`src/rtl/bcd_pkg.sv`:
```
// Shared types and elaboration helpers for the BCD-to-binary converter.
package bcd_pkg;

  localparam int BCD_DIGIT_W = 4;

  typedef logic [BCD_DIGIT_W-1:0] bcd_digit_t;

  typedef enum logic [1:0] {
    IDLE,
    SHIFT,
    DONE
  } bcd2bin_state_t;

  // Smallest n with 2**n >= 10**digits; used to validate OUT_W at elaboration.
  function automatic int clog2_pow10(input int digits);
    longint unsigned p;
    int n;
    p = 1;
    for (int i = 0; i < digits; i++) p = p * 10;
    n = 0;
    for (int k = 0; k < 64; k++) begin
      if ((64'd1 << k) < p) n = n + 1;
    end
    return n;
  endfunction

endpackage

```
`src/rtl/bcd_digit_adj.sv`:
```
// One-digit correction step of the reverse double-dabble: digits >= 8 lose 3.
module bcd_digit_adj
  import bcd_pkg::*;
(
  input  bcd_digit_t din,
  output bcd_digit_t dout
);

  // Modulo-16 subtract keeps the digit inside its 4-bit field.
  always_comb begin
    dout = din;
    if (din >= 4'd8) dout = din - 4'd3;
  end

endmodule

```
`src/rtl/bcd_to_bin.sv`:
```
// Iterative BCD-to-binary converter (reverse double-dabble), one conversion
// in flight, valid/ready handshakes on input and output.
// Optional build macro BCD_TO_BIN_CHECK_EN adds the bcd_err port and rejects
// non-BCD digits at accept time.
//
// state | meaning
// ------+-------------------------------------------------------------
// IDLE  | waiting for in_valid; in_ready high
// SHIFT | one shift/adjust iteration per cycle, OUT_W cycles total
// DONE  | binaryNum presented with out_valid until out_ready
module bcd_to_bin
  import bcd_pkg::*;
#(
  parameter int DIGITS = 2,
  parameter int OUT_W  = 7
) (
  input  logic                          clk,
  input  logic                          reset,
  input  logic                          in_valid,
  output logic                          in_ready,
  input  logic [BCD_DIGIT_W*DIGITS-1:0] bcdNum,
  output logic                          out_valid,
  input  logic                          out_ready,
  output logic [OUT_W-1:0]              binaryNum,
  output logic                          busy
`ifdef BCD_TO_BIN_CHECK_EN
  ,
  output logic                          bcd_err
`endif
);

  localparam int BCD_W = BCD_DIGIT_W * DIGITS;
  localparam int CNT_W = (OUT_W > 1) ? $clog2(OUT_W) : 1;
  localparam logic [CNT_W-1:0] CNT_LAST = CNT_W'(OUT_W - 1);

  // OUT_W doubles as the iteration count, so a wrong value silently corrupts results.
  if (OUT_W != clog2_pow10(DIGITS)) begin : g_out_w_check
    $fatal(1, "bcd_to_bin: OUT_W must equal ceil(log2(10**DIGITS))");
  end

  bcd2bin_state_t state, state_next;

  logic [BCD_W-1:0] bcd_reg;
  logic [OUT_W-1:0] bin_reg;
  logic [CNT_W-1:0] cnt;

  logic [BCD_W-1:0] shift_bcd;
  logic [OUT_W-1:0] shift_bin;
  logic [BCD_W-1:0] adj_bcd;

  logic accept;
  logic digit_bad;

  // Right shift of {bcd_reg, bin_reg}; the BCD LSB drops into the binary MSB.
  always_comb begin
    shift_bcd = {1'b0, bcd_reg[BCD_W-1:1]};
    shift_bin = {bcd_reg[0], bin_reg[OUT_W-1:1]};
  end

  for (genvar g = 0; g < DIGITS; g++) begin : g_adj
    bcd_digit_adj u_adj (
      .din  (shift_bcd[g*BCD_DIGIT_W +: BCD_DIGIT_W]),
      .dout (adj_bcd[g*BCD_DIGIT_W +: BCD_DIGIT_W])
    );
  end

`ifdef BCD_TO_BIN_CHECK_EN
  // Flag any input digit above 9 so the conversion can be short-circuited.
  always_comb begin
    digit_bad = 1'b0;
    for (int i = 0; i < DIGITS; i++) begin
      if (bcdNum[i*BCD_DIGIT_W +: BCD_DIGIT_W] > 4'd9) digit_bad = 1'b1;
    end
  end
`else
  assign digit_bad = 1'b0;
`endif

  // State register.
  always_ff @(posedge clk or posedge reset) begin
    if (reset) state <= IDLE;
    else       state <= state_next;
  end

  // Next-state and handshake outputs.
  always_comb begin
    state_next = state;
    in_ready   = 1'b0;
    out_valid  = 1'b0;
    busy       = 1'b0;
    accept     = 1'b0;
    case (state)
      IDLE: begin
        in_ready = 1'b1;
        accept   = in_valid;
        if (in_valid) state_next = digit_bad ? DONE : SHIFT;
      end
      SHIFT: begin
        busy = 1'b1;
        if (cnt == CNT_LAST) state_next = DONE;
      end
      DONE: begin
        out_valid = 1'b1;
        if (out_ready) state_next = IDLE;
      end
      default: state_next = IDLE;
    endcase
  end

  // Datapath: load at accept, iterate in SHIFT, hold in DONE.
  always_ff @(posedge clk or posedge reset) begin
    if (reset) begin
      bcd_reg <= '0;
      bin_reg <= '0;
      cnt     <= '0;
    end else if (accept) begin
      bcd_reg <= bcdNum;
      bin_reg <= '0;
      cnt     <= '0;
    end else if (state == SHIFT) begin
      bcd_reg <= adj_bcd;
      bin_reg <= shift_bin;
      cnt     <= cnt + 1'b1;
    end
  end

`ifdef BCD_TO_BIN_CHECK_EN
  // Error flag set at accept, cleared by the output handshake.
  always_ff @(posedge clk or posedge reset) begin
    if (reset)                             bcd_err <= 1'b0;
    else if (accept)                       bcd_err <= digit_bad;
    else if (state == DONE && out_ready)   bcd_err <= 1'b0;
  end
`endif

  // Result is only driven while it is valid; zero otherwise.
  always_comb begin
    binaryNum = out_valid ? bin_reg : '0;
  end

endmodule

```
`config.mk`:
```
export PLATFORM = sky130hd
export DESIGN_NAME = bcd_to_bin
export DESIGN_NICKNAME = d
export VERILOG_FILES = /design/src/rtl/bcd_pkg.sv /design/src/rtl/bcd_digit_adj.sv /design/src/rtl/bcd_to_bin.sv
export SDC_FILE = /design/constraint.sdc
export NUM_CORES = 1
export LEC_CHECK = 0
export BUFFER_PORTS_ARGS = -buffer_cell sky130_fd_sc_hd__clkbuf_2
export CAP_MARGIN = 20
export CORE_MARGIN = 2
export CORE_UTILIZATION = 47
export DETAILED_ROUTE_END_ITERATION = 10
export PLACE_DENSITY = 0.77
export REMOVE_ABC_BUFFERS = 1
export SLEW_MARGIN = 20
export SYNTH_ARGS = -nofsm -noshare
export SYNTH_HDL_FRONTEND = slang
export SYNTH_SLANG_ARGS = --single-unit
```
`constraint.sdc`:
```
create_clock -name clk -period 1.4 [get_ports clk]
set_input_delay 0 -clock clk [delete_from_list [all_inputs] [get_ports clk]]
set_output_delay 0 -clock clk [all_outputs]
set_load 0.01 [all_outputs]
```
Yosys cells after proc, flatten, opt, wreduce, memory -nomap -nowiden --
Index checks and enable logic that the tools add are counted. Widths: inputs -> output; s select.
Storage, ports and cells: logic and storage cells 35, register bits 20
Cells by class: reductions and logical operators 3, add/sub/neg operators 3, $lt $le $gt $ge 2, mux-type cells 17, eq/ne operators 6
Operators with widths (number):
- $mux 7 | 3
- $mux 8 | 2
- $mux 4 | 2
- $mux 2 | 3
- $mux 3 | 2
- $ne 2x2->1 const B | 3
- $pmux 2 s3 | 1
- $ge 3x4->1 const B | 1
- $ge 4x4->1 const B | 1
- $mux 1 | 4
- $sub 3x2->4 const B | 1
- $sub 4x2->4 const B | 1
- $add 3x1->3 const B | 1
- $eq 3x3->1 const B | 1
- $reduce_and 3->1 | 1
- $eq 2x1->1 const B | 1
- $eq 2x2->1 const B | 1
- $logic_not 2->1 | 1
- $reduce_bool 2->1 | 1

Longest topological paths before layout --
Gate-level depths: netlist (run 1).
word-level depth 4, gate-level depth with buffers 5, gate-level depth less buffers 5

Hierarchy --
A second synthesis (run 1) with hierarchy kept.
Second synthesis, totals: cell total of the unflattened synthesis 104, area, all modules 1161.1 um2
Modules (own cells, without submodules):
- bcd_to_bin | cells an instance 82, instances 1, area an instance 1008.5 um2
- bcd_digit_adj | cells an instance 11, instances 2, area an instance 76.3 um2

Least setup slack after synthesis (run 1) --
Ideal clock, no wire load.
kind reg-to-reg, from reg state[0], to reg bcd_reg[4], period minus slack after synthesis 1.300 ns, library setup time 0.124 ns, path buffers 2, data arrival time 1.176 ns, setup slack 0.100 ns, data required time 1.276 ns, cell stages (with the launch flop) 6, path through dfrtp_1 or3b_1 buf_6 buf_6 nand3_2 nand2_1
On the way: word-level cells in the longest chain between the ends 3, elaborated cells on any way between the ends 5
Ends and longest elaborated chain:
- from (decl) | line bcd_to_bin.sv:41 | bcd2bin_state_t state, state_next;
- from (signal assigned) | line bcd_to_bin.sv:82 | else state <= state_next;
- $logic_not 2->1 | line bcd_to_bin.sv:92 | case (state)
- $mux 1 | line bcd_to_bin.sv:92
- $mux 8 / $reduce_bool 2->1 (equally long branches)
- to (signal assigned) | line bcd_to_bin.sv:117 | bcd_reg <= bcdNum;
- to (signal assigned) | line bcd_to_bin.sv:121 | bcd_reg <= adj_bcd;
- to (decl) | line bcd_to_bin.sv:43 | logic [BCD_W-1:0] bcd_reg;
Parallel ways exist; a longest one is shown, timed or not. A chain may end at the register's enable or synchronous reset.

Final worst setup path (run 1) --
from reg state[0], to out binaryNum[5]
On the way: word-level cells in the longest chain between the ends 3
Ends and longest elaborated chain:
- $eq 2x2->1 | line bcd_to_bin.sv:92
- $mux 1 | line bcd_to_bin.sv:92
- $mux 7 | line bcd_to_bin.sv:138 | binaryNum = out_valid ? bin_reg : '0;
- to (decl) | line bcd_to_bin.sv:24 | output logic [OUT_W-1:0] binaryNum,
Every way passes these cells.

==> results of run 1 <==
==> layer usage <==
| layer | vias to the layer above | GRT usage | part of all wire |
|---|---|---|---|
| met5 | - | 0 | 0 |
| met1 | 432 | 0.270 | 0.44 |
| met2 | 13 | 0.314 | 0.53 |
| met4 | 0 | 0.0702 | 0.0080 |
| li1 | 442 | - | - |
| met3 | 4 | 0.0175 | 0.020 |
==> where the power goes <==
group | leakage [nW] | internal (mW) | total [mW] | switching [mW]
registers | 0.253 | 0.838 | 1.06 | 0.224
logic | 0.427 | 0.511 | 1.17 | 0.663
clock network | 0.0138 | 0.0999 | 0.258 | 0.158
total | 0.693 | 1.45 | 2.49 | 1.04
==> final timing paths <==
path,endpoint,depth (start not counted),slack [ns]
max,binaryNum[5],4,0.09
min,cnt[2],4,0.21
max reg2reg,bcd_reg[3],5,0.13
min reg2reg,bin_reg[6],2,0.48
max in group asynchronous,bcd_reg[5],4,0.94
min in group asynchronous,bin_reg[5],4,0.26
==> Yosys cell counts (all sizes together), types with 2 or more instances <==
cell type	instances
dfrtp	20
nor2	3
xor2	2
and2	7
ha	4
inv	5
a22oi	3
nand2	27
nor2b	2
nand3	14
buf	5
o21ai	9
nand2b	2
==> placed cells by master, fill, tap and decap left out, types with 2 or more instances in the layout <==
cell type and instances:
sky130_fd_sc_hd__ha_1 4, sky130_fd_sc_hd__a22oi_1 3, sky130_fd_sc_hd__and2_1 7, sky130_fd_sc_hd__dlygate4sd3_1 10
sky130_fd_sc_hd__nand3_1 5, sky130_fd_sc_hd__o21ai_0 4, sky130_fd_sc_hd__clkbuf_2 21, sky130_fd_sc_hd__xor2_1 2
sky130_fd_sc_hd__nand2b_1 2, sky130_fd_sc_hd__dfrtp_1 20, sky130_fd_sc_hd__nor2_1 3, sky130_fd_sc_hd__o21ai_1 5
sky130_fd_sc_hd__nand2_1 27, sky130_fd_sc_hd__nand3_2 9, sky130_fd_sc_hd__inv_1 4, sky130_fd_sc_hd__clkbuf_4 3
sky130_fd_sc_hd__buf_4 9
==> cell families (layout without fill, tap and decap cells) <==
group | Yosys count | after routing
and+or+nand+nor | 58 | 59
DFF | 20 | 20
AOI/OAI and AO/OA | 15 | 15
xor gates and xnor gates | 3 | 3
adders and majority gates | 4 | 4
buffers and inverters | 11 | 48
==> final cells by class <==
type                       count  area, µm²  share of cell area
clock buffer                   3       22.5              0.0165
tap                           28       35.0              0.0257
inverter                       5       21.3              0.0156
multi-input combinational     81        512               0.375
sequential                    20        500               0.367
timing repair buffer          40        273               0.200
==> tightest hold or removal path, stage by stage <==
cell and delay [ns]:
sky130_fd_sc_hd__clkbuf_2 0.09, sky130_fd_sc_hd__nor3b_2 0.14, sky130_fd_sc_hd__buf_4 0.18, sky130_fd_sc_hd__nor2_1 0.06
==> through the flow <==
step	TNS, ns	hold WS, ns	setup WS [ns]	area [µm²]	power, mW
after floorplan	-2.55	-0.0362	-0.249	1010	1.78
after global placement	0	0.0162	0.135	1230	2.12
after detailed placement	0	0.0187	0.111	1230	2.18
after CTS	0	0.213	0.0651	1350	2.48
after global routing	0	0.258	0.00201	1360	2.75
final	0	0.212	0.0921	1360	2.49
==> what timing repair did <==
action                                 4_1_cts  5_1_grt
gates resized for setup                      2        2
gates cloned                                 0        1
hold buffers                                10        0
setup endpoints to repair                    5       10
endpoints found under the hold margin       29        0
==> results summary, run 1 <==
The tree is rooted in a sky130_fd_sc_hd__clkbuf_4. The critical path data arrival time is 1.31 ns. The number of cells produced by synthesis came out at 111. The mux contribution to synthesized area came out at 0. The number of enable flip-flop cells after synthesis is 0. The synthesized-area fraction occupied by ao, oa, aoi and oai cells is 0.0867.

Wires add up to 2.14 mm. The ratio of routed vias to standard cells is 5.03. The final-report setup violation count came out at 0. The count of port buffers added during placement is 21. The xor-xnor portion of the synthesized cell area came out at 0.0249. The run finished with clean final reports.

The share of async-settable or async-resettable flops after synthesis is 1.00. Sorting the synthesized cells by area gives the leading types as sky130_fd_sc_hd__dfrtp_1 (48%), sky130_fd_sc_hd__nand2_1 (9.6%), sky130_fd_sc_hd__nand3_2 (8.6%). The TritonCTS clock tree is yes. The power density over the cells is 1830 mW/mm². The number of pins exceeding their max-slew limit in the final report is 0. Of the total synthesized cell area, the portion taken by AND, OR, NAND and NOR gates is 0.309.

The worst min-delay path startpoint is in_valid. After synthesis, the largest family of logic cells by area is simple AND/OR/NAND/NOR gates. The highest net fanout along the worst path is 6.

The largest individual stage delay along the critical path comes from the cell sky130_fd_sc_hd__dfrtp_1. The post-CTS setup buffer count came out at 0. Timing would allow up to 0.765 GHz. The routed wirelength normalized by instance count is 12.1 µm.

The smallest clock period supported by the final layout is computed as 1.31 ns. Tracing the worst setup path back leads to its startpoint at state[0]. The final weighted congestion in routability-driven placement came out at 0.795. At the worst endpoint, the required time is 1.40 ns.

The min-delay analysis places its worst path in the category in2reg. The hold violation total from the final report was 0. For this run, the leading register cell type out of synthesis is sky130_fd_sc_hd__dfrtp_1. The number of global-route vias before repair is 891. The largest stage delay on the critical path is 0.40 ns. The length of the first detailed-routing pass in iterations came out at 4.

The headroom to the max-slew limit is 0.834. Entering global routing, the biggest net connects 21 pins. The layout-stage area growth over the synthesis result came out at 29.5%. STA classifies the critical path startpoint as a register. The post-route DRC violation count came out at 0. The row count is 17. The remaining antenna violation count after routing came out at 0.

The initial antenna violation count is 0. The post-synthesis cell type count is 25. The setup path with the least slack is of type reg2out. Setup repair after global routing left no endpoint under its margin.

For this run, the register share of the synthesized area comes to 0.475. The latest clock arrival within the worst-skew pair came out at 0.29 ns. The worst-case IR drop observed on VDD is 965 µV. The overall routing resource usage came out at 0.193. In the final layout, the share of cells above drive strength 1 is 0.315. The transition at the pin with the smallest max-transition slack came out at 0.249 ns. The count of boundary I/O pins came out at 22. The top-area cell type share of the netlist area came out at 0.475. The die is 51.3 µm wide.

The number of buffer and inverter stages on the critical path came out at 2. The count of nets after finishing came out at 167. The repair_antennas step left the layout with diodes totalling 0. The critical path goes through buf_4 -> nor2b_2 -> and2_1 -> clkbuf_2.

The total instance count after detailed placement came out at 164. The DRC violation total after the first TritonRoute iteration is 12. The total via count in the routed design came out at 891. Yosys printed 0 warnings. In this run the vertical extent of the chip is 51.3 µm. The area of the die came out at 0.00264 mm². The maximum clock skew at final layout is 0.000328 ns. The residual overflow from global routing is 0. The placeable core region came out at 0.00217 mm².

The synthesized area per cell is 9.49 µm². The effective utilization at floorplan is 0.486. After legalization and detailed placement, the total HPWL measured 1.50 mm. The clock slew at the register clock pins of the worst setup and hold paths came out at 0.10 ns. The number of filler instances in the final layout is 201. The netlist area before placement is 0.00105 mm². The number of clock sinks seen by CTS is 20.

Summed over all cells, the static leakage comes to 0.693 nW. The number of flip-flops under the largest register name came out at 8. Of the total synthesized cell area, the portion taken by full adders, half adders and majority gates is 0.0475. The global-route wire length before repair came out at 3.84 mm. The core utilization of the finished layout came out at 0.629.

The maximum number of buffers from clock root to sink came out at 2. The H-tree depth came out at 1. The kind of cell with the highest combined delay along the critical path is flip-flops.

The synthesized flop and latch total came out at 20. In the finished design, the share of the clock period the worst path needs comes to 0.934. The worst register-to-register path begins at state[0]. Once layout is complete, the cells apart from fillers number 177. The synthesized design spends more area on one cell type than any other, namely sky130_fd_sc_hd__dfrtp_1.

The kind of capture point of the worst setup path is a primary output. Max-cap violations in this run came to 0. The number of clock buffers added by TritonCTS is 3.
No activity file was read; power rests on OpenSTA's default activity.
==> run 2: changes to the inputs <==
==> constraint.sdc (replaced) <==
create_clock -name clk -period 1.1 [get_ports clk]
set_input_delay 0 -clock clk [delete_from_list [all_inputs] [get_ports clk]]
set_output_delay 0 -clock clk [all_outputs]
set_load 0.01 [all_outputs]
==> run 2 against run 1 <==
The flow now finishes with violations (setup timing). Register-to-register slack lost 0.32 ns. Setup slack lost 0.29 ns. Non-clock buffer count grew 10. Clock skew grew 0.0010 ns.
==> results summary, run 2 (same netlist as run 1, synthesis figures left out) <==
The placeable core region came out at 0.00217 mm² (unchanged). The summed negative setup slack over all endpoints is -4.77 ns (-4.77 ns). In the layout the commonest cells are sky130_fd_sc_hd__nand2_1 (24), sky130_fd_sc_hd__dfrtp_1 (20), sky130_fd_sc_hd__nand3_2 (13).

The count of port buffers added during placement is 21 (unchanged). The largest vdd supply drop came out at 1480 µV (+54%). The worst slack after detailed placement came out at -0.193 ns (-0.304 ns). The cell at the slowest stage of the critical path is sky130_fd_sc_hd__dfrtp_1. Setup repair after global routing could not meet its margin everywhere. The pin count of the biggest net entering global routing is 21 (unchanged). The signal on the critical path passes through buf_6 -> nor2b_4 -> and2_1 -> buf_2. The final wirelength was 2.60 mm (+22%).

The initial antenna violation count came out at 0 (unchanged). The number of pins exceeding their max-slew limit in the final report came to 0 (unchanged). The hold violation total from the final report is 0 (unchanged).

The root buffer cell chosen for the clock tree is sky130_fd_sc_hd__clkbuf_4. The run finished, with violations left. The number of filler instances in the final layout is 151 (-25%). The category of the most critical setup path is reg2out. The ratio of routed vias to standard cells is 4.94 (-1.8%). TritonCTS built the clock tree. The total via count in the routed design came out at 934 (+4.8%). The number of diodes is 0 (unchanged). The number of buffers inserted during clock tree synthesis came out at 3 (unchanged).

The final-report setup violation count is 30 (+30). The H-tree depth is 1 (unchanged). The DRC violation total after the first TritonRoute iteration was 10 (-2). The highest net fanout along the worst path came out at 5 (-1). The transition at the pin with the smallest max-transition slack is 0.260 ns (+0.0111 ns). The post-route DRC violation count came out at 0 (unchanged). The length of the first detailed-routing pass in iterations came out at 4 (unchanged). The row count is 17 (unchanged).

The final worst hold slack is 0.227 ns (+0.0156 ns). The final weighted congestion in routability-driven placement is 0.800 (+0.65%). The kind of cell adding the most delay to the critical path is flip-flops. The area of the die was 0.00264 mm² (unchanged). The latest clock arrival within the worst-skew pair came out at 0.30 ns (about the same). The critical path data arrival time came out at 1.30 ns (about the same). The clock slew at the register clock pins of the worst setup and hold paths is 0.11 ns (about the same). The residual overflow from global routing is 0 (unchanged). The maximum clock skew at final layout came out at 0.00136 ns (+0.00103 ns). The shortest clock period the worst path allows after layout came out at 1.30 ns.

The largest stage delay on the critical path came out at 0.41 ns (about the same). The count of boundary I/O pins came out at 22 (unchanged). The path class of the tightest hold or removal check is in2reg. The post-layout worst setup margin was -0.200 ns (-0.292 ns). The number of clock sinks seen by CTS is 20 (unchanged). The number of global-route vias before repair is 931 (+4.5%). The count of nets after finishing was 178 (+6.6%). The standby leakage power is 0.797 nW (+15%). The global-route wire length before repair came out at 4.22 mm (+9.9%). The share of final-layout standard cells stronger than drive strength 1 came out at 0.472 (+0.157). The critical path required time came out at 1.10 ns (-0.30 ns). The checks that failed: setup timing. The remaining antenna violation count after routing is 0 (unchanged).

The power density over the cells came out at 2470 mW/mm² (+35%). The number of flip-flops under the largest register name is 8 (unchanged). The overall routing resource usage is 0.220 (+0.0271). The number of buffer and inverter stages on the critical path is 2 (unchanged). The half-perimeter wire length after placement is 1.51 mm (+0.66%).

The height of the chip is 51.3 µm (unchanged). The commonest non-fill, non-tap cell in the layout is sky130_fd_sc_hd__nand2_1. The headroom to the max-slew limit is 0.827 (-0.00740). The timing-limited maximum frequency is 0.769 GHz. The effective utilization at floorplan came out at 0.486 (unchanged). STA classifies the critical path endpoint as a primary output. The die width is 51.3 µm (unchanged). The routed wirelength normalized by instance count came to 13.8 µm (+14%). The worst setup path is launched from a register. The layout-stage area growth over the synthesis result is 53.8%. The max-capacitance violation count is 0 (unchanged).

Dividing the final minimum period by the clock period gives 1.18. The maximum number of buffers from clock root to sink came out at 2 (unchanged).
## run 2: cell types whose count changed in the layout (fill, tap and decap cells not counted), moves of 2 or more
cell / before / now
sky130_fd_sc_hd__nand3_2: 9 / 13
sky130_fd_sc_hd__o21ai_2: 0 / 3
sky130_fd_sc_hd__buf_4: 9 / 12
sky130_fd_sc_hd__o21ai_0: 4 / 0
sky130_fd_sc_hd__nand2_1: 27 / 24
sky130_fd_sc_hd__buf_6: 0 / 11
sky130_fd_sc_hd__and2_4: 0 / 4
sky130_fd_sc_hd__buf_2: 0 / 4
sky130_fd_sc_hd__nand2_2: 0 / 3
sky130_fd_sc_hd__and2_1: 7 / 3
sky130_fd_sc_hd__buf_12: 0 / 2
sky130_fd_sc_hd__nand3_1: 5 / 0
sky130_fd_sc_hd__clkbuf_2: 21 / 11
## run 2: area by class of cell
type                       count  area [µm²]  share of cell area
multi-input combinational     81         588               0.363
inverter                       5        23.8              0.0147
timing repair buffer          50         429               0.265
sequential                    20         500               0.309
clock buffer                   4        36.3              0.0224
tap                           28        35.0              0.0216
timing repair inverter         1        7.51             0.00463
## run 2: per-stage QoR
stage                     utilization  total power, mW  cell area, µm²  std cells
final                           0.747             4.00            1620        189
after global routing            0.747             4.30            1620        189
after CTS                       0.695             3.70            1510        185
after detailed placement        0.582             2.93            1260        167
after global placement          0.582             2.84            1260        167
after floorplan                     -             2.27            1010        105
## run 2: where the power goes
part	switching (mW)	total [mW]	internal [mW]
clock	0.232	0.434	0.202
sequential	0.314	1.38	1.07
combinational	1.10	2.19	1.08
## run 2: path summary, 6_finish.rpt
check                                 from            to  slack [ns]  depth (start not counted)
worst max-delay path              state[0]  binaryNum[4]       -0.20                          4
worst min-delay path              in_valid        cnt[2]        0.23                          4
worst max register to register    state[1]      state[0]       -0.19                          7
worst min register to register  bcd_reg[7]    bcd_reg[7]        0.53                          2
max in group asynchronous            reset    bin_reg[1]        0.66                          4
min in group asynchronous            reset    bcd_reg[5]        0.24                          4
## run 2: per-layer routing
metal / vias up / GRT usage / wire (µm)
met5: - / 0 / 0
met4: 0 / 0.114 / 46
met3: 5 / 0.0292 / 45
met2: 14 / 0.355 / 1300
met1: 450 / 0.290 / 1210
li1: 465 / - / -
## run 2: tightest hold or removal path, stage by stage
cell,delay (ns)
sky130_fd_sc_hd__clkbuf_2,0.09
sky130_fd_sc_hd__nor3b_2,0.16
sky130_fd_sc_hd__buf_4,0.19
sky130_fd_sc_hd__nor2_1,0.06
## run 2: timing repair
item,4_1_cts,5_1_grt
hold buffers,10,0
endpoints found under the hold margin,29,0
pin swaps,28,4
gates cloned,2,0
endpoints found under the setup margin,29,30
resized for setup,22,34
setup buffers,3,5
